$ cat config.mk
export PLATFORM = sky130hd
export DESIGN_NAME = rr_stream_mux
export DESIGN_NICKNAME = d
export VERILOG_FILES = /design/src/rtl/rr_stream_mux.sv
export SDC_FILE = /design/constraint.sdc
export NUM_CORES = 1
export LEC_CHECK = 0
export ABC_CLOCK_PERIOD_IN_PS = 11860
export CORE_ASPECT_RATIO = 2
export CORE_MARGIN = 5
export CORE_UTILIZATION = 40
export DETAILED_ROUTE_END_ITERATION = 12
export MAX_ROUTING_LAYER = met4
export PLACE_DENSITY = 0.91
export SLEW_MARGIN = 25
export SYNTH_ARGS = -nofsm -noshare
export SYNTH_HDL_FRONTEND = slang
export SYNTH_SLANG_ARGS = --single-unit
export TNS_END_PERCENT = 5
$ cat constraint.sdc
create_clock -name clk -period 11.86 [get_ports clk]
set_input_delay 3.558 -clock clk [delete_from_list [all_inputs] [get_ports clk]]
set_output_delay 3.558 -clock clk [all_outputs]
set_load 0.02 [all_outputs]
$ cat src/rtl/rr_stream_mux.sv
// rr_stream_mux
//   N-to-1 valid/ready stream multiplexer with a single registered output
//   stage. Arbitration is round-robin (RR_MODE=1) or fixed priority with the
//   lowest index winning (RR_MODE=0). The winning word is registered together
//   with the index of the channel that supplied it.
//
// Ports
//   clk        rising-edge clock
//   reset_n    asynchronous active-low reset
//   flush      synchronous drop of the output stage
//   in_valid   per-channel valid, bit i = channel i
//   in_data    packed channel data, channel i at [i*BITWIDTH +: BITWIDTH]
//   in_ready   per-channel accept, at most one bit high
//   out_valid  output stage holds a word
//   out_data   registered winning data
//   out_sel    index of the channel that supplied out_data
//   out_ready  consumer accepts the word
module rr_stream_mux #(
    parameter int BITWIDTH = 32,
    parameter int CHANNELS = 4,
    parameter int SEL_W    = 2,
    parameter int RR_MODE  = 1
) (
    input  logic                         clk,
    input  logic                         reset_n,
    input  logic                         flush,
    input  logic [CHANNELS-1:0]          in_valid,
    input  logic [CHANNELS*BITWIDTH-1:0] in_data,
    output logic [CHANNELS-1:0]          in_ready,
    output logic                         out_valid,
    output logic [BITWIDTH-1:0]          out_data,
    output logic [SEL_W-1:0]             out_sel,
    input  logic                         out_ready
);

    logic                r_out_valid;
    logic [BITWIDTH-1:0] r_out_data;
    logic [SEL_W-1:0]    r_out_sel;
    logic [SEL_W-1:0]    r_rr_ptr;

    logic                w_load;
    logic                w_found;
    logic [SEL_W-1:0]    w_winner;
    logic [SEL_W-1:0]    w_scan_base;
    logic [BITWIDTH-1:0] w_win_data;

    // Channel visited at step k of a scan that starts at base, modulo CHANNELS.
    function automatic int scan_idx(input logic [SEL_W-1:0] base, input int k);
        int s;
        s = int'(base) + k;
        if (s >= CHANNELS) s = s - CHANNELS;
        return s;
    endfunction

    // The output stage can take a new word when it is empty or being drained
    // this cycle; out_ready therefore reaches in_ready combinationally.
    assign w_load = !flush && (!r_out_valid || out_ready);

    // Fixed priority is a round-robin scan that always starts at channel 0.
    assign w_scan_base = (RR_MODE != 0) ? r_rr_ptr : '0;

    always_comb begin
        // NOTE: every always_comb output gets a default first so no path can
        // leave it unassigned, which would otherwise infer a latch.
        w_found  = 1'b0;
        w_winner = '0;
        for (int k = 0; k < CHANNELS; k++) begin
            if (!w_found && in_valid[scan_idx(w_scan_base, k)]) begin
                w_found  = 1'b1;
                w_winner = SEL_W'(scan_idx(w_scan_base, k));
            end
        end
    end

    always_comb begin
        w_win_data = '0;
        in_ready   = '0;
        for (int k = 0; k < CHANNELS; k++) begin
            if (SEL_W'(k) == w_winner) begin
                w_win_data  = in_data[k*BITWIDTH +: BITWIDTH];
                // reset_n gating keeps every in_ready low during reset.
                in_ready[k] = reset_n && w_load && w_found;
            end
        end
    end

    // NOTE: sequential state uses non-blocking assignments so every register
    // samples the pre-edge values regardless of statement order.
    always_ff @(posedge clk or negedge reset_n) begin
        if (!reset_n) begin
            // NOTE: data and sel are reset too, so the output is a known zero
            // after reset rather than whatever the flops powered up with.
            r_out_valid <= 1'b0;
            r_out_data  <= '0;
            r_out_sel   <= '0;
            r_rr_ptr    <= '0;
        end else if (w_load) begin
            if (w_found) begin
                r_out_valid <= 1'b1;
                r_out_data  <= w_win_data;
                r_out_sel   <= w_winner;
                if (RR_MODE != 0) begin
                    r_rr_ptr <= (int'(w_winner) == CHANNELS - 1) ? '0 : w_winner + 1'b1;
                end
            end else begin
                // Drained with nothing to replace it (or already empty).
                r_out_valid <= 1'b0;
            end
        end else if (flush) begin
            // Drop the word; data/sel keep their stale values.
            r_out_valid <= 1'b0;
        end
        // Stall (out_valid && !out_ready): everything holds.
    end

    assign out_valid = r_out_valid;
    assign out_data  = r_out_data;
    assign out_sel   = r_out_sel;

endmodule

==> results.cfg <==
[routing]
ant_nets = 0
wire_per_inst_um = 18.32
wl_mm = 10.57
wl_met1_mm = 3.496
top_layer = met4
met2_length_mm = 5.751
drc_errors = 0
drt_pre_antenna_iters = 5
vias = 3396
drt_iter0_drc = 262
vias_per_cell = 5.886
met3_length_um = 723

[clocking]
cts_max_level = 2
postCtsSetupRepairBufs = 0
clk_path_buf_depth = 2
ctsResizeCount = 0
cts_inserted_buffers = 5
clk_latency_ns = 0.28
root_buffer = clkbuf_16
clock-sinks = 37
cts_tree = yes
clk_pin_slew_ns = 0.05
ctsHoldBuffers = 0

[sta]
setup_viol = 0
timing.hold.ws_ns = 0.5312
postLayoutSetupSlackWorst_ns = 1.776
max_freq_mhz = 99.17
slew_viol_final = 0
period_share_pct = 85.02
min_period_ns = 10.08
tns_ns = 0
hold_viol = 0
skew_ns = 0.001678
maxSlewHeadroom_pct = 36.62
worst_pin_slew_ns = 0.9448
rsz0062_at_grt = no

[global_route]
grt_max_degree = 66
grt_pass1_wl_mm = 15.70
grt-ovfl-total = 0
track_usage_pct = 24.15
grt_pass1_vias = 3338
grt_antenna_before_repair = 0

[floorplan]
core-area_sq_um = 6887
die_y_um = 128.0
die_w_um = 68.98
placementRows = 43
start_util_pct = 40.41
dieArea_sq_um = 8826
pin_count = 175

[worst_setup_path]
reg2reg_depth = 8
reg2reg_setup_slack_ns = 9.27
worstSetupEndpointType = output port
reg2reg_from = r_rr_ptr[1]
rr_endpoint = out_data[17]
cp.arrival_ns = 6.53
path_max_fanout = 65
crit_path_max_incr_delay_ns = 0.60
cp_cell_sequence = clkdlybuf4s50_1 > or4_1 > buf_4 > and4_1 > ha_2 > buf_4 > and3_1 > clkdlybuf4s50_1
path_class = in -> out
endpoint = in_ready[3]
critPathLaunchType = primary input
critPathRequiredTime_ns = 8.30
startpoint = in_valid[0]
cp_slowest_cell = clkdlybuf4s50_1

[logic_synthesis]
synth_top_area_share_pct = 33.27
syn_avg_cell_area_sq_um = 8.184
synth_area_sq_um = 2783
syn_inst = 340
netlist_top_cells_area = dfrtp_1, a31oi_1, a221o_1
synth-seq-area-share_pct = 33.27
yosysTopAreaCell = dfrtp_1
ys_ff_latch = 37
syn_nets = 480
yosys.cell_types.count = 32
yosysWarnings = 0

[final_layout]
final_util_pct = 67.37
drive_gt1_share_pct = 4.107
n_antenna_cell = 0
syn2layout_area_growth_pct = 66.73
nNetsFinal = 627

[placement]
dp_hpwl_mm = 7.869
dp_slack_ns = 1.658
port_buffers = 174
gp_congestion = 0.8741

[hold_path]
worstHoldStart = out_sel[0]
hp-class = reg -> reg

[power]
power_w = 0.0008847
p_per_area_nw_per_um2 = 190.7
ir_drop_mv = 0.1006
leakage_nw = 1.808

[status]
outcome = completed

[job]
maxCapViolations = 0
==> metal layers <==
metal | global-route usage [%] | up-vias
met4 | 14.02 | 0
met3 | 4.649 | 42
met5 | - | -
met1 | 23.82 | 1613
li1 | - | 1571
met2 | 41.95 | 170
==> power breakdown <==
part / internal, W / switching, W
sequential: 0.000179 / 0.0000340
clock: 0.0000824 / 0.0000471
combinational: 0.000263 / 0.000279
total: 0.000524 / 0.000360
==> kinds of logic after synthesis <==
logic type,count (synthesis),synth area share (%)
adder cells (fa/ha/maj),4,1.799
flip-flops,37,33.27
AO/OA/AOI/OAI,137,34.26
AND/OR/NAND/NOR,85,17.67
multiplexers,2,0.7644
buffers and inverters,75,12.23
==> worst max-delay path, delay by kind of cell <==
family,cells,cell delay [ns]
fa+ha+maj,1,0.19
buf+inv,4,2.00
simple gates,3,0.74
==> worst min path at each step <==
stage	slack (ns)	to	cells past startpoint
after floorplan	0.54	r_rr_ptr[0]	2
after global placement	0.52	out_sel[0]	1
after detailed placement	0.52	out_sel[0]	1
after CTS	0.54	out_sel[0]	1
after global routing	0.55	out_sel[0]	1
final	0.53	out_sel[0]	1
==> stage by stage <==
| step | instances | cell area, sq um |
|---|---|---|
| 2_1_floorplan | 340 | 2783 |
| 4_1_cts | 577 | 4629 |
| 5_1_grt | 577 | 4639 |
| 3_5_place_dp | 570 | 4487 |
| 6_report | 577 | 4639 |
| 3_3_place_gp | 570 | 4481 |
==> area by class of cell <==
class	count	area, sq um
repair buffers	180	1782
inverters	35	131.4
well taps	90	112.6
flip-flops and latches	37	925.9
clock buffers	7	142.6
multi-input cells	228	1545
fillers	585	2247
==> cells in the final DEF (no fill, tap or decap), drive strengths merged, types with 3 or more instances in the layout <==
master / Yosys / layout
nand2: 33 / 33
clkdlybuf4s50: 0 / 173
a31oi: 64 / 64
and3: 5 / 5
a221o: 32 / 32
ha: 4 / 4
clkbuf: 22 / 7
buf: 18 / 7
nand3b: 32 / 32
dfrtp: 37 / 37
a21oi: 34 / 34
nand2b: 3 / 3
inv: 35 / 34
nand3: 4 / 4
==> Yosys cell counts <==
cell        n
dfrtp_1    37
a32o_1      1
and3_1      5
nand3b_1   32
nand2_1    33
o21bai_1    1
nand3_1     4
buf_2      14
nand4_1     1
o31a_1      1
a21oi_1    34
a32oi_1     1
clkbuf_1   22
nor2_1      1
and2_2      1
mux2i_1     1
a21o_1      1
nor4_2      1
a221o_1    32
a2111oi_1   1
mux2_2      1
buf_8       3
a31oi_1    64
inv_1      35
ha_1        4
a41o_1      1
nand2b_1    3
and4_1      1
nor3_1      1
nor2b_1     1
or4_1       1
buf_6       1
==> state kept, by name (all words and copies together), names as in the netlist <==
signal and count:
r_rr_ptr 2, out_sel 2, out_valid 1, out_data 32
(Power assumes the default switching activity.)
